$ cat config.mk
export PLATFORM = sky130hd
export DESIGN_NAME = uart_receiver
export DESIGN_NICKNAME = d
export VERILOG_FILES = /design/src/rtl/uart_pkg.sv /design/src/rtl/uart_rx_sync.sv /design/src/rtl/uart_receiver.sv
export SDC_FILE = /design/constraint.sdc
export NUM_CORES = 1
export LEC_CHECK = 0
export BUFFER_PORTS_ARGS = -buffer_cell sky130_fd_sc_hd__buf_2
export CAP_MARGIN = 20
export CORE_MARGIN = 4
export CORE_UTILIZATION = 45
export CTS_CLUSTER_DIAMETER = 30
export CTS_CLUSTER_SIZE = 16
export DETAILED_ROUTE_END_ITERATION = 10
export PLACE_DENSITY = 0.62
export SYNTH_ARGS = -nofsm -noshare
export SYNTH_HDL_FRONTEND = slang
export SYNTH_SLANG_ARGS = --single-unit
$ cat constraint.sdc
create_clock -name clk -period 1.55 [get_ports clk]
set_input_delay 0.0775 -clock clk [delete_from_list [all_inputs] [get_ports clk]]
set_output_delay 0.0775 -clock clk [all_outputs]
set_load 0.02 [all_outputs]
$ cat src/rtl/uart_pkg.sv
`default_nettype none
// ============================================================================
// Module      : uart_pkg
// Description : Shared UART definitions: data width, default bit period and
//               the receiver state encoding. The default bit period is also
//               used by the transmitter.
// Revision    : 1.0 - initial release
// ============================================================================
package uart_pkg;

  localparam int DATA_BITS            = 8;
  // 100 MHz / 9600 baud
  localparam int CLKS_PER_BIT_DEFAULT = 10416;

  // PARITY is only entered when the receiver is built with UART_RX_PARITY_EN.
  typedef enum logic [2:0] {
    IDLE   = 3'd0,
    START  = 3'd1,
    DATA   = 3'd2,
    PARITY = 3'd3,
    STOP   = 3'd4
  } rx_state_t;

endpackage
`default_nettype wire

$ cat src/rtl/uart_rx_sync.sv
`default_nettype none
// ============================================================================
// Module      : uart_rx_sync
// Description : Two-flop synchronizer for the asynchronous serial line plus a
//               falling-edge detector on the synchronized value. All flops
//               reset to 1 (idle line) so reset release never looks like a
//               start edge.
// Ports       : clk    - clock, rising edge
//               rst_n  - asynchronous active-low reset
//               rxd    - raw serial line
//               rxd_s  - synchronized line
//               fall   - high for one cycle when rxd_s goes 1 -> 0
// Revision    : 1.0 - initial release
// ============================================================================
module uart_rx_sync (
  input  logic clk,
  input  logic rst_n,
  input  logic rxd,
  output logic rxd_s,
  output logic fall
);

  logic meta_q;
  logic sync_q;
  logic prev_q;

  always_ff @(posedge clk or negedge rst_n) begin
    if (!rst_n) begin
      meta_q <= 1'b1;
      sync_q <= 1'b1;
      prev_q <= 1'b1;
    end else begin
      meta_q <= rxd;
      sync_q <= meta_q;
      prev_q <= sync_q;
    end
  end

  assign rxd_s = sync_q;
  assign fall  = prev_q & ~sync_q;

endmodule
`default_nettype wire

$ cat src/rtl/uart_receiver.sv
`default_nettype none
// ============================================================================
// Module      : uart_receiver
// Description : UART receiver, 8 data bits LSB first, 1 stop bit, idle-high
//               line. Received bytes are presented on a valid/ready holding
//               register; framing errors and overruns are one-cycle pulses.
// Config      : UART_RX_PARITY_EN - when defined, an even-parity bit is
//               expected between the data and stop bits (8E1); otherwise 8N1.
// Ports       : clk       - clock, rising edge
//               rst_n     - asynchronous active-low reset
//               rxd       - asynchronous serial input, idle high
//               rx_data   - last accepted byte, stable while rx_valid = 1
//               rx_valid  - holding register full
//               rx_ready  - consumer accepts the byte
//               frame_err - pulse: bad stop bit (or parity mismatch)
//               overrun   - pulse: byte completed while rx_valid = 1
// Revision    : 1.0 - initial release
// ============================================================================
module uart_receiver
  import uart_pkg::*;
#(
  parameter int CLKS_PER_BIT = CLKS_PER_BIT_DEFAULT
) (
  input  logic                 clk,
  input  logic                 rst_n,
  input  logic                 rxd,
  output logic [DATA_BITS-1:0] rx_data,
  output logic                 rx_valid,
  input  logic                 rx_ready,
  output logic                 frame_err,
  output logic                 overrun
);

  localparam int CNT_W  = $clog2(CLKS_PER_BIT);
  localparam int BIDX_W = $clog2(DATA_BITS);

  localparam logic [CNT_W-1:0]  CNT_FULL = CNT_W'(CLKS_PER_BIT - 1);
  localparam logic [CNT_W-1:0]  CNT_HALF = CNT_W'(CLKS_PER_BIT / 2 - 1);
  localparam logic [BIDX_W-1:0] BIT_LAST = BIDX_W'(DATA_BITS - 1);

  logic rxd_s;
  logic fall;

  uart_rx_sync u_sync (
    .clk   (clk),
    .rst_n (rst_n),
    .rxd   (rxd),
    .rxd_s (rxd_s),
    .fall  (fall)
  );

  rx_state_t             state_q, state_d;
  logic [CNT_W-1:0]      cnt_q, cnt_d;
  logic [BIDX_W-1:0]     bit_idx_q, bit_idx_d;
  logic [DATA_BITS-1:0]  shreg_q, shreg_d;
  // Stop-bit result is registered once, then resolved into the holding
  // register / error pulses on the following cycle.
  logic                  done_q, done_d;
  logic                  ok_q, ok_d;
  logic [DATA_BITS-1:0]  rx_data_q;
  logic                  rx_valid_q;
  logic                  frame_err_q;
  logic                  overrun_q;
`ifdef UART_RX_PARITY_EN
  logic                  par_ok_q, par_ok_d;
`endif

  always_comb begin
    state_d   = state_q;
    cnt_d     = cnt_q;
    bit_idx_d = bit_idx_q;
    shreg_d   = shreg_q;
    done_d    = 1'b0;
    ok_d      = 1'b0;
`ifdef UART_RX_PARITY_EN
    par_ok_d  = par_ok_q;
`endif
    case (state_q)
      IDLE: begin
        cnt_d     = '0;
        bit_idx_d = '0;
        if (fall) begin
          state_d = START;
        end
      end
      START: begin
        // Re-check the line at mid start bit; a high line means a glitch.
        if (cnt_q == CNT_HALF) begin
          cnt_d     = '0;
          bit_idx_d = '0;
          state_d   = rxd_s ? IDLE : DATA;
        end else begin
          cnt_d = cnt_q + CNT_W'(1);
        end
      end
      DATA: begin
        if (cnt_q == CNT_FULL) begin
          cnt_d     = '0;
          shreg_d   = {rxd_s, shreg_q[DATA_BITS-1:1]};
          bit_idx_d = bit_idx_q + BIDX_W'(1);
          if (bit_idx_q == BIT_LAST) begin
`ifdef UART_RX_PARITY_EN
            state_d = PARITY;
`else
            state_d = STOP;
`endif
          end
        end else begin
          cnt_d = cnt_q + CNT_W'(1);
        end
      end
`ifdef UART_RX_PARITY_EN
      PARITY: begin
        if (cnt_q == CNT_FULL) begin
          cnt_d    = '0;
          // Even parity: the parity bit equals the XOR of the data bits.
          par_ok_d = (rxd_s == ^shreg_q);
          state_d  = STOP;
        end else begin
          cnt_d = cnt_q + CNT_W'(1);
        end
      end
`endif
      STOP: begin
        if (cnt_q == CNT_FULL) begin
          cnt_d   = '0;
          done_d  = 1'b1;
`ifdef UART_RX_PARITY_EN
          ok_d    = rxd_s & par_ok_q;
`else
          ok_d    = rxd_s;
`endif
          // Back to IDLE at mid stop bit so the next start edge is seen.
          state_d = IDLE;
        end else begin
          cnt_d = cnt_q + CNT_W'(1);
        end
      end
      default: begin
        state_d = IDLE;
        cnt_d   = '0;
      end
    endcase
  end

  always_ff @(posedge clk or negedge rst_n) begin
    if (!rst_n) begin
      state_q   <= IDLE;
      cnt_q     <= '0;
      bit_idx_q <= '0;
      shreg_q   <= '0;
      done_q    <= 1'b0;
      ok_q      <= 1'b0;
`ifdef UART_RX_PARITY_EN
      par_ok_q  <= 1'b0;
`endif
    end else begin
      state_q   <= state_d;
      cnt_q     <= cnt_d;
      bit_idx_q <= bit_idx_d;
      shreg_q   <= shreg_d;
      done_q    <= done_d;
      ok_q      <= ok_d;
`ifdef UART_RX_PARITY_EN
      par_ok_q  <= par_ok_d;
`endif
    end
  end

  // Holding register. A consume in the same cycle as a completion frees the
  // slot, so the new byte is loaded without an overrun.
  always_ff @(posedge clk or negedge rst_n) begin
    if (!rst_n) begin
      rx_data_q   <= '0;
      rx_valid_q  <= 1'b0;
      frame_err_q <= 1'b0;
      overrun_q   <= 1'b0;
    end else begin
      frame_err_q <= 1'b0;
      overrun_q   <= 1'b0;
      if (rx_valid_q && rx_ready) begin
        rx_valid_q <= 1'b0;
      end
      if (done_q) begin
        if (!ok_q) begin
          frame_err_q <= 1'b1;
        end else if (!rx_valid_q || rx_ready) begin
          rx_data_q  <= shreg_q;
          rx_valid_q <= 1'b1;
        end else begin
          overrun_q <= 1'b1;
        end
      end
    end
  end

  assign rx_data   = rx_data_q;
  assign rx_valid  = rx_valid_q;
  assign frame_err = frame_err_q;
  assign overrun   = overrun_q;

endmodule
`default_nettype wire
**Word-level counts from Yosys, hierarchy flattened**

Cells that the tools add are included.

- Register bits: 44
- Bits in latches: 0
- Bits in writable memories: 0
- Memory bits (read-only): 0
- Bits of input ports: 4
- Output and inout bits: 11
- Logic and storage cells: 64
- Memories kept: 0

- Add/sub/neg operators: 2
- Multipliers: 0
- Div/mod/pow operators: 0
- Magnitude comparators: 0
- Eq/ne operators: 11
- Shifts and indexed selects: 0
- Muxes and demuxes: 26
- Bitwise operators: 2
- Reductions and logical operators: 10

Operators with widths:

| kind | count |
|---|---|
| $mux 14 | 2 |
| $pmux 14 s2 | 1 |
| $mux 3 | 7 |
| $add 14x1->14 const B | 1 |
| $eq 14x13->1 const B | 1 |
| $eq 14x14->1 const B | 1 |
| $mux 1 | 13 |
| $pmux 3 s4 | 1 |
| $ne 2x2->1 const B | 5 |
| $pmux 3 s3 | 1 |
| $eq 3x3->1 const B | 2 |
| $reduce_and 3->1 | 2 |
| $reduce_and 5->1 | 1 |
| $add 3x1->3 const B | 1 |
| $eq 3x1->1 const B | 1 |
| $eq 3x2->1 const B | 1 |
| $logic_not 3->1 | 1 |
| $reduce_bool 3->1 | 1 |
| $mux 2 | 1 |
| $reduce_and 2->1 | 1 |
| $reduce_or 2->1 | 1 |
| $and 1x1->1 | 1 |
| $logic_and 1x1->1 | 1 |
| $logic_not 1->1 | 1 |
| 2 further kinds | 2 |

**Depth between registers and ports, before layout**

Gate-level depths: netlist (run 1).

- Depth in word-level cells: 5
- Depth in mapped cells: 6
- Depth with buffers taken out: 5

**By module**

Synthesis (run 1) repeated with hierarchy kept, for this count alone.

- Cells, all modules: 159
- Area, all modules: 1,965.6 um^2

By module, submodules not included:

| module | instances | cells each | area each (um^2) |
|---|---|---|---|
| uart_receiver | 1 | 155 | 1,873.0 |
| uart_rx_sync | 1 | 4 | 92.6 |

**Worst setup path before layout (run 1)**

Ideal clock, no wire load.

- Path kind: reg-to-reg
- Start: reg cnt_q[0]
- End: reg shreg_q[0]
- Setup time: 0.125 ns
- Arrival time: 1.568 ns
- Required time: 1.425 ns
- Path slack: -0.143 ns
- Cell stages (with the launch flop): 7
- Clock period less this slack: 1.693 ns
- Path through: dfrtp_1 -> ha_1 -> and3_1 -> and4_1 -> buf_4 -> nand2_4 -> mux2_2

- Word-level cells in the longest chain between the ends: 2

RTL lines:

| item | line | text |
|---|---|---|
| from (decl) | uart_receiver.sv:53 | `logic [CNT_W-1:0] cnt_q, cnt_d;` |
| from (signal assigned) | uart_receiver.sv:159 | `cnt_q <= cnt_d;` |
| $eq 14x14->1 | uart_receiver.sv:97 | `if (cnt_q == CNT_FULL) begin` |
| $reduce_and 2->1 (no source line) | n/a |  |
| to (signal assigned) | uart_receiver.sv:161 | `shreg_q <= shreg_d;` |
| to (decl) | uart_receiver.sv:55 | `logic [DATA_BITS-1:0] shreg_q, shreg_d;` |

Every way passes these cells.
A chain may end at the register's enable or synchronous reset.

**Worst setup path in the final report (run 1)**

- Start: reg cnt_q[1]
- End: reg cnt_q[11]

- Word-level cells in the longest chain between the ends: 3

RTL lines:

| item | line | text |
|---|---|---|
| $add 14x1->14, or another cell as far along | uart_receiver.sv:93, uart_receiver.sv:109, uart_receiver.sv:136 |  |
| $mux 14 (on tied branches) | uart_receiver.sv:97, uart_receiver.sv:125, uart_receiver.sv:88 |  |
| $pmux 14 s2 (*) | uart_receiver.sv:78 | `case (state_q)` |
| net cnt_d[11] | uart_receiver.sv:53 |  |

Mark *: on every way through the listed nets, which the timed path passes. The rest lies on a longest branch.

==> results.py, run 1 <==
metrics = {
    "outcome": {
        "result_of_the_run": "finished, violations left",
        "violations_in_the_final_reports": "negative setup slack",
    },
    "critical_path": {
        "critical_path.endpoint_type": "flip-flop",
        "ff2ff_setup_slack_ps": -10,
        "critical_path_peak_fanout": 14,
        "cp_slowest_cell": "dfrtp_1",
        "wp_data_arrival_ps": 1740,
        "cells_on_worst_reg2reg_path": 6,
        "worst_path_largest_cell_delay_ps": 410,
        "crit_required_ps": 1720,
        "regToRegEndpoint": "cnt_q[11]$_DFF_PN0_",
        "path_class": "flip-flop to flip-flop",
        "cp-start-kind": "flip-flop",
        "crit_chain": "ha_4, and4bb_2, nand4_4, a32oi_4, buf_12, nor2_1",
        "r2r_start": "cnt_q[1]$_DFF_PN0_",
    },
    "power": {
        "report.power.total_mw": 2.42,
        "power.combinational.fraction_pct": 18.6,
        "power.share.switching_pct": 26.5,
        "power_density_nw_per_um2": 953,
        "power.internal_mw": 1.78,
        "static-leakage-power_nw": 1.21,
        "power.ir.vdd_worst_uv": 664,
        "total_net_switching_power_uw": 640,
        "pwr-share-clk_pct": 28.3,
        "share_seq_of_total_power_pct": 53.1,
    },
    "detailed_routing": {
        "mean_routed_wirelength_per_cell_um": 15.1,
        "avgViaCountPerCell": 5.32,
        "detailedRoute.firstIterationViolations": 96,
        "drcViolationCount": 0,
        "drt_pre_antenna_iters": 4,
        "totalWireLength_um": 4050,
        "number_of_vias_after_detailed_routing": 1430,
        "postRouteAntennaNets": 0,
    },
    "synthesis": {
        "synth_seq_area_share_pct": 54.9,
        "post_synth_main_area_contributors": "dfrtp_1 51%, mux2_2 8.9%, xnor2_1 5.2%",
        "synth_top_cell_by_area": "dfrtp_1",
        "synth_seq_cells": 44,
        "synth_top_area_share_pct": 51.0,
        "synth.net_count": 177,
        "ys_top_cells_by_count": "41 x dfrtp_1, 21 x nor2_1, 16 x mux2_2, 12 x xnor2_1, 11 x nand3_1",
        "syn_area_sq_um": 2010,
        "netlist-cell-type-count": 39,
        "synth-async-reset-ratio_pct": 100,
        "syn_area_per_cell_sq_um": 11.8,
        "post_synth_inst_count": 170,
        "synth_edf_count": 0,
        "postSynth.topFlopCell": "dfrtp_1",
        "ys.warnings.count": 0,
        "synth.most_common_cell": "dfrtp_1",
    },
    "min_path": {
        "path_category_of_the_worst_min_delay_check": "input pin to flip-flop",
        "hold-path-cell-count": 3,
        "timing.hold.worst.start": "rx_ready",
        "min_to": "overrun$_DFF_PN0_",
    },
    "clock_tree": {
        "htree_num_levels": 2,
        "cts_buffers": 5,
        "cts_max_path_buffers": 2,
        "worst_skew_pair.late_latency_ps": 290,
        "tritoncts": "done",
        "clock_sinks": 44,
        "cts_root_buf": "clkbuf_8",
        "cts.reportedPaths.clkPinSlew_ps": 80,
    },
    "sta": {
        "final_setup_margin_ps": -13.5,
        "number_of_pins_with_negative_max_slew_slack_in_the_final_report": 0,
        "fin_crit_sh_pct": 101,
        "setup_viol": 7,
        "slew_headroom_pct": 63.1,
        "finalCriticalPeriod_ps": 1560,
        "fin_tns_setup_ps": -48.3,
        "worst-slew-pin-transition_ps": 553,
        "highest_attainable_clock_frequency_mhz": 640,
        "worst_hold_check_slack_ps": 73.0,
        "grt_setup_unrepaired": "yes",
        "clock_skew_ps": 11.1,
        "finalHoldViolations": 0,
    },
    "final_layout": {
        "finish.net_count": 223,
        "utilization_pct": 58.2,
        "final_layout_size_suffix_gt1_share_pct": 39.6,
        "antenna_cells_inserted": 0,
        "area_delta_synth_final_pct": 25.9,
    },
    "grt": {
        "grt_max_degree": 45,
        "global_route.overflow_total": 0,
        "grt.total_usage_pct": 15.6,
        "grt_pass1_vias": 1462,
        "grt_antenna_before_repair": 0,
        "wire_length_of_the_first_global_routing_pass_um": 6640,
    },
    "floorplan": {
        "io_pins": 15,
        "die-height_um": 74.9,
        "die_width_um": 74.9,
        "floorplan.die_area_sq_um": 5610,
        "initial_utilization_pct": 46.2,
        "rows": 24,
        "core-area_sq_um": 4350,
    },
    "placement": {
        "hpwlAfterDp_um": 2800,
        "routability_driven_placement_congestion_ratio": 0.857,
        "numPortBuffers": 14,
    },
    "job": {
        "max_cap_viol_count": 0,
    },
}
[power groups by stage]
| stage | clock network [mW] | registers [mW] | logic, mW |
|---|---|---|---|
| 2_1_floorplan | 0 | 1.31 | 0.183 |
| 6_report | 0.683 | 1.28 | 0.449 |
| 4_1_cts | 0.718 | 1.28 | 0.426 |
| 5_1_grt | 0.761 | 1.29 | 0.503 |
| 3_5_place_dp | 0 | 1.29 | 0.401 |
| 3_3_place_gp | 0 | 1.29 | 0.380 |
[sequential cells by signal (all words and copies together), names as in the netlist]
name           count
rx_valid           1
u_sync.rxd_s       1
rx_data            8
done_q             1
overrun            1
shreg_q            8
bit_idx_q          3
state_q            3
u_sync.prev_q      1
ok_q               1
frame_err          1
u_sync.meta_q      1
cnt_q             14
[critical path: cells and delay by family (launching register included)]
family	cells	cell delay [ps]
AO/OA/AOI/OAI	1	240
adder cells (fa/ha/maj)	1	170
buffers and inverters	1	170
flip-flops	1	410
AND/OR/NAND/NOR	3	460
[through the flow]
| stage | instances | area [sq um] | setup slack (ps) |
|---|---|---|---|
| 2_1_floorplan | 170 | 2060 | -17.1 |
| 3_3_place_gp | 257 | 2360 | -60.1 |
| 3_5_place_dp | 257 | 2360 | -99.9 |
| 4_1_cts | 267 | 2500 | -20.1 |
| 5_1_grt | 269 | 2530 | -93.6 |
| 6_report | 269 | 2530 | -13.5 |
[cell families after synthesis]
family	count (synthesis)	share of synthesized area, %
and+or+nand+nor	75	21.9
DFF	44	54.9
muxes	16	8.95
xor gates and xnor gates	13	5.66
buffers and inverters	10	2.92
AOI/OAI and AO/OA	9	3.79
adders and majority gates	3	1.86
[per-layer routing]
metal,GRT usage [%],wire length (um)
met1,19.6,1810
met2,25.6,2070
met3,3.47,96
met4,7.11,79
met5,0,0
[final cells by class]
class,instances,area (sq um)
multi-input cells,116,931
repair buffers,46,335
clock inverters,2,12.5
inverters,3,11.3
flip-flops and latches,44,1110
well taps,52,65.1
clock buffers,6,72.6
fillers,364,1820
[layout by cell type (no fill, tap or decap), types with 2 or more instances in the layout]
cell type and count:
dfrtp_1 40, buf_4 27, nor2_1 21, mux2_2 16, buf_2 14, xnor2_1 12, nand3_1 11, nand2_1 8
nor3_1 6, clkbuf_8 5, nand4_1 4, nor2b_1 4, and2_1 3, inv_1 3, nor4_1 3, dfstp_2 3
and4bb_2 2, nor3b_2 2, nand4_4 2, nand2b_1 2, o21ai_0 2, ha_1 2, dlygate4sd3_1 2, buf_6 2
[worst max path at each step]
stage / start / to / slack [ps] / depth (start not counted)
floorplan: cnt_q[0]$_DFF_PN0_ / shreg_q[0]$_DFFE_PN0P_ / -20 / 6
CTS: cnt_q[1]$_DFF_PN0_ / cnt_q[11]$_DFF_PN0_ / -20 / 6
global placement: cnt_q[1]$_DFF_PN0_ / state_q[2]$_DFFE_PN0P_ / -60 / 6
detailed placement: cnt_q[0]$_DFF_PN0_ / shreg_q[6]$_DFFE_PN0P_ / -100 / 5
global route: state_q[2]$_DFFE_PN0P_ / cnt_q[12]$_DFF_PN0_ / -90 / 5
finish: cnt_q[1]$_DFF_PN0_ / cnt_q[11]$_DFF_PN0_ / -10 / 6
[timing repair]
action / in CTS / in global routing
endpoints found under the setup margin: 24 / 25
pin swaps: 1 / 0
gates resized for setup: 7 / 4
endpoints found under the hold margin: 42 / 0
hold buffers: 2 / 0
setup buffers: 0 / 2
(Power assumes the default switching activity.)
==> inputs of run 2 (changes only) <==
--- a/config.mk
+++ b/config.mk
@@ -9,10 +9,12 @@
 export CAP_MARGIN = 20
 export CORE_MARGIN = 4
 export CORE_UTILIZATION = 45
+export CTS_BUF_LIST = sky130_fd_sc_hd__clkbuf_16
 export CTS_CLUSTER_DIAMETER = 30
 export CTS_CLUSTER_SIZE = 16
 export DETAILED_ROUTE_END_ITERATION = 10
 export PLACE_DENSITY = 0.62
 export SYNTH_ARGS = -nofsm -noshare
 export SYNTH_HDL_FRONTEND = slang
+export SYNTH_HIERARCHICAL = 1
 export SYNTH_SLANG_ARGS = --single-unit
==> results.py, run 2 <==
metrics = {
    "critical_path": {
        "critical_path.endpoint_type": "flip-flop",
        "critical_path_peak_fanout": 8,
        "crit_chain": "ha_4, and3_4, and4_4, nand3_4, mux2_2",
        "regToRegEndpoint": "shreg_q[1]$_DFFE_PN0P_",
        "path_class": "flip-flop to flip-flop",
        "worstSetupPathDepth": 5,
        "ff2ff_setup_slack_ps": -50,
        "cells_on_worst_reg2reg_path": 5,
        "worst_path_largest_cell_delay_ps": 390,
        "worst-path-buf-inv": 0,
        "wp_data_arrival_ps": 1770,
        "critPathTopFamily": "simple AND/OR/NAND/NOR gates",
        "r2r_start": "cnt_q[1]$_DFF_PN0_",
        "crit_required_ps": 1720,
        "cp-start-kind": "flip-flop",
        "cp_slowest_cell": "dfrtp_1",
    },
    "min_path": {
        "min_to": "overrun$_DFF_PN0_",
        "hold-path-cell-count": 3,
        "path_category_of_the_worst_min_delay_check": "input pin to flip-flop",
        "timing.hold.worst.start": "rx_ready",
    },
    "grt": {
        "grt.total_usage_pct": 15.8,
        "global_route.overflow_total": 0,
        "wire_length_of_the_first_global_routing_pass_um": 6470,
        "grt_antenna_before_repair": 0,
        "grt_pass1_vias": 1392,
        "grt_max_degree": 45,
    },
    "floorplan": {
        "io_pins": 15,
        "die_width_um": 74.1,
        "initial_utilization_pct": 47.8,
        "die-height_um": 74.1,
        "rows": 23,
        "core-area_sq_um": 4120,
        "floorplan.die_area_sq_um": 5490,
    },
    "synthesis": {
        "ys_top_cells_by_count": "41 x dfrtp_1, 17 x mux2_2, 16 x nor2_1, 8 x nand4_1",
        "synth_edf_count": 0,
        "syn_area_per_cell_sq_um": 12.4,
        "syn_area_sq_um": 1970,
        "synth.most_common_cell": "dfrtp_1",
        "synth_seq_area_share_pct": 56.2,
        "synth_top_area_share_pct": 52.2,
        "ys.warnings.count": 6,
        "synth-async-reset-ratio_pct": 100,
        "synth_top_cell_by_area": "dfrtp_1",
        "netlist-cell-type-count": 41,
        "postSynth.topFlopCell": "dfrtp_1",
        "synth_seq_cells": 44,
        "post_synth_inst_count": 159,
        "post_synth_main_area_contributors": "dfrtp_1 52%, mux2_2 9.7%, dfstp_2 4.0%",
        "synth.net_count": 166,
    },
    "sta": {
        "number_of_pins_with_negative_max_slew_slack_in_the_final_report": 0,
        "fin_crit_sh_pct": 103,
        "finalHoldViolations": 0,
        "finalCriticalPeriod_ps": 1600,
        "worst-slew-pin-transition_ps": 541,
        "setup_viol": 8,
        "highest_attainable_clock_frequency_mhz": 625,
        "grt_setup_unrepaired": "yes",
        "slew_headroom_pct": 63.9,
        "clock_skew_ps": 4.92,
        "final_setup_margin_ps": -51.1,
    },
    "clock_tree": {
        "cts_root_buf": "clkbuf_16",
        "tritoncts": "done",
        "cts_buffers": 5,
        "cts_max_path_buffers": 2,
        "worst_skew_pair.late_latency_ps": 290,
        "cts.reportedPaths.clkPinSlew_ps": 60,
        "clock_sinks": 44,
        "htree_num_levels": 2,
    },
    "power": {
        "static-leakage-power_nw": 1.26,
        "power_density_nw_per_um2": 1160,
        "power.ir.vdd_worst_uv": 879,
        "report.power.total_mw": 2.92,
    },
    "detailed_routing": {
        "detailedRoute.firstIterationViolations": 71,
        "mean_routed_wirelength_per_cell_um": 14.6,
        "number_of_vias_after_detailed_routing": 1353,
        "totalWireLength_um": 3750,
        "drt_pre_antenna_iters": 4,
        "avgViaCountPerCell": 5.26,
        "postRouteAntennaNets": 0,
        "drcViolationCount": 0,
    },
    "job": {
        "max_cap_viol_count": 0,
    },
    "final_layout": {
        "antenna_cells_inserted": 0,
        "finish.net_count": 213,
        "mostFrequentLayoutCell": "dfrtp_1",
        "final_layout_size_suffix_gt1_share_pct": 40.6,
        "highest_count_cells_in_the_layout_ignoring_fill_and_taps": "41 x dfrtp_1, 27 x buf_4, 16 x mux2_2",
        "max_reg_flops": 14,
        "area_taken_by_multi_input_logic_gates_sq_um": 860,
        "layout.area.seq_sq_um": 1100,
        "design_area_sq_um": 2530,
        "area_delta_synth_final_pct": 28.6,
        "top_register": "cnt_q",
        "layout.filler_cells": 335,
    },
    "placement": {
        "hpwlAfterDp_um": 2620,
        "area_post_placement_sq_um": 2290,
        "routability_driven_placement_congestion_ratio": 0.816,
        "numPortBuffers": 14,
    },
    "outcome": {
        "result_of_the_run": "finished, violations left",
        "violations_in_the_final_reports": "negative setup slack",
    },
}
[run 2: how the worst max path moves through the flow]
stage                        from                     end  slack (ps)
2_1_floorplan  cnt_q[0]$_DFF_PN0_  shreg_q[0]$_DFFE_PN0P_         -70
3_3_place_gp   cnt_q[1]$_DFF_PN0_  shreg_q[3]$_DFFE_PN0P_        -120
3_5_place_dp   cnt_q[1]$_DFF_PN0_  shreg_q[5]$_DFFE_PN0P_        -190
4_1_cts        cnt_q[1]$_DFF_PN0_  shreg_q[1]$_DFFE_PN0P_         -70
5_1_grt        cnt_q[1]$_DFF_PN0_  shreg_q[6]$_DFFE_PN0P_        -100
6_report       cnt_q[1]$_DFF_PN0_  shreg_q[1]$_DFFE_PN0P_         -50
[run 2: cells by family after synthesis]
group | Yosys count | share of synthesized area [%]
AOI/OAI and AO/OA | 12 | 5.16
DFF | 44 | 56.2
adders and majority gates | 3 | 1.91
buffers and inverters | 8 | 2.35
and+or+nand+nor | 64 | 19.7
xor gates and xnor gates | 11 | 4.90
muxes | 17 | 9.74
[run 2: final cells by class]
cell class,instances,share of cell area (%)
inverters,4,0.594
clock inverters,3,1.88
well taps,50,2.48
clock buffers,5,4.95
repair buffers,44,12.4
flip-flops and latches,44,43.7
multi-input cells,107,34.0
[run 2: per-stage QoR]
step | cells | setup TNS, ps | worst slack [ps] | hold WS [ps] | utilization (%)
floorplan | 159 | -604 | -67.5 | -218 | -
global placement | 246 | -1450 | -118 | 178 | 55.7
detailed placement | 246 | -2970 | -190 | 190 | 55.7
CTS | 257 | -497 | -65.6 | 84.2 | 61.1
global route | 257 | -1490 | -104 | 91.0 | 61.4
finish | 257 | -378 | -51.1 | 89.5 | 61.4
[run 2: layer usage]
metal / GRT usage, % / part of all wire [%]
met2: 28.1 / 53
met3: 5.41 / 4.3
met5: 0 / 0
met1: 17.5 / 41
met4: 5.84 / 1.5
[run 2: where the power goes]
part | internal, mW | switching (mW) | total, mW
registers | 1.22 | 0.0761 | 1.30
logic | 0.241 | 0.180 | 0.421
clock network | 0.765 | 0.440 | 1.20
[run 2: repair_timing]
action,CTS,global route
resized for setup,6,3
pin swaps,2,5
hold buffers,2,0
endpoints found under the setup margin,27,28
endpoints found under the hold margin,42,0
buffers inserted,1,0
cloned,0,0
[run 2: worst reg2reg max path, cell delays in order (launching register included)]
cell,delay (ps)
dfrtp_1,390
ha_4,160
and3_4,190
and4_4,290
nand3_4,150
mux2_2,310
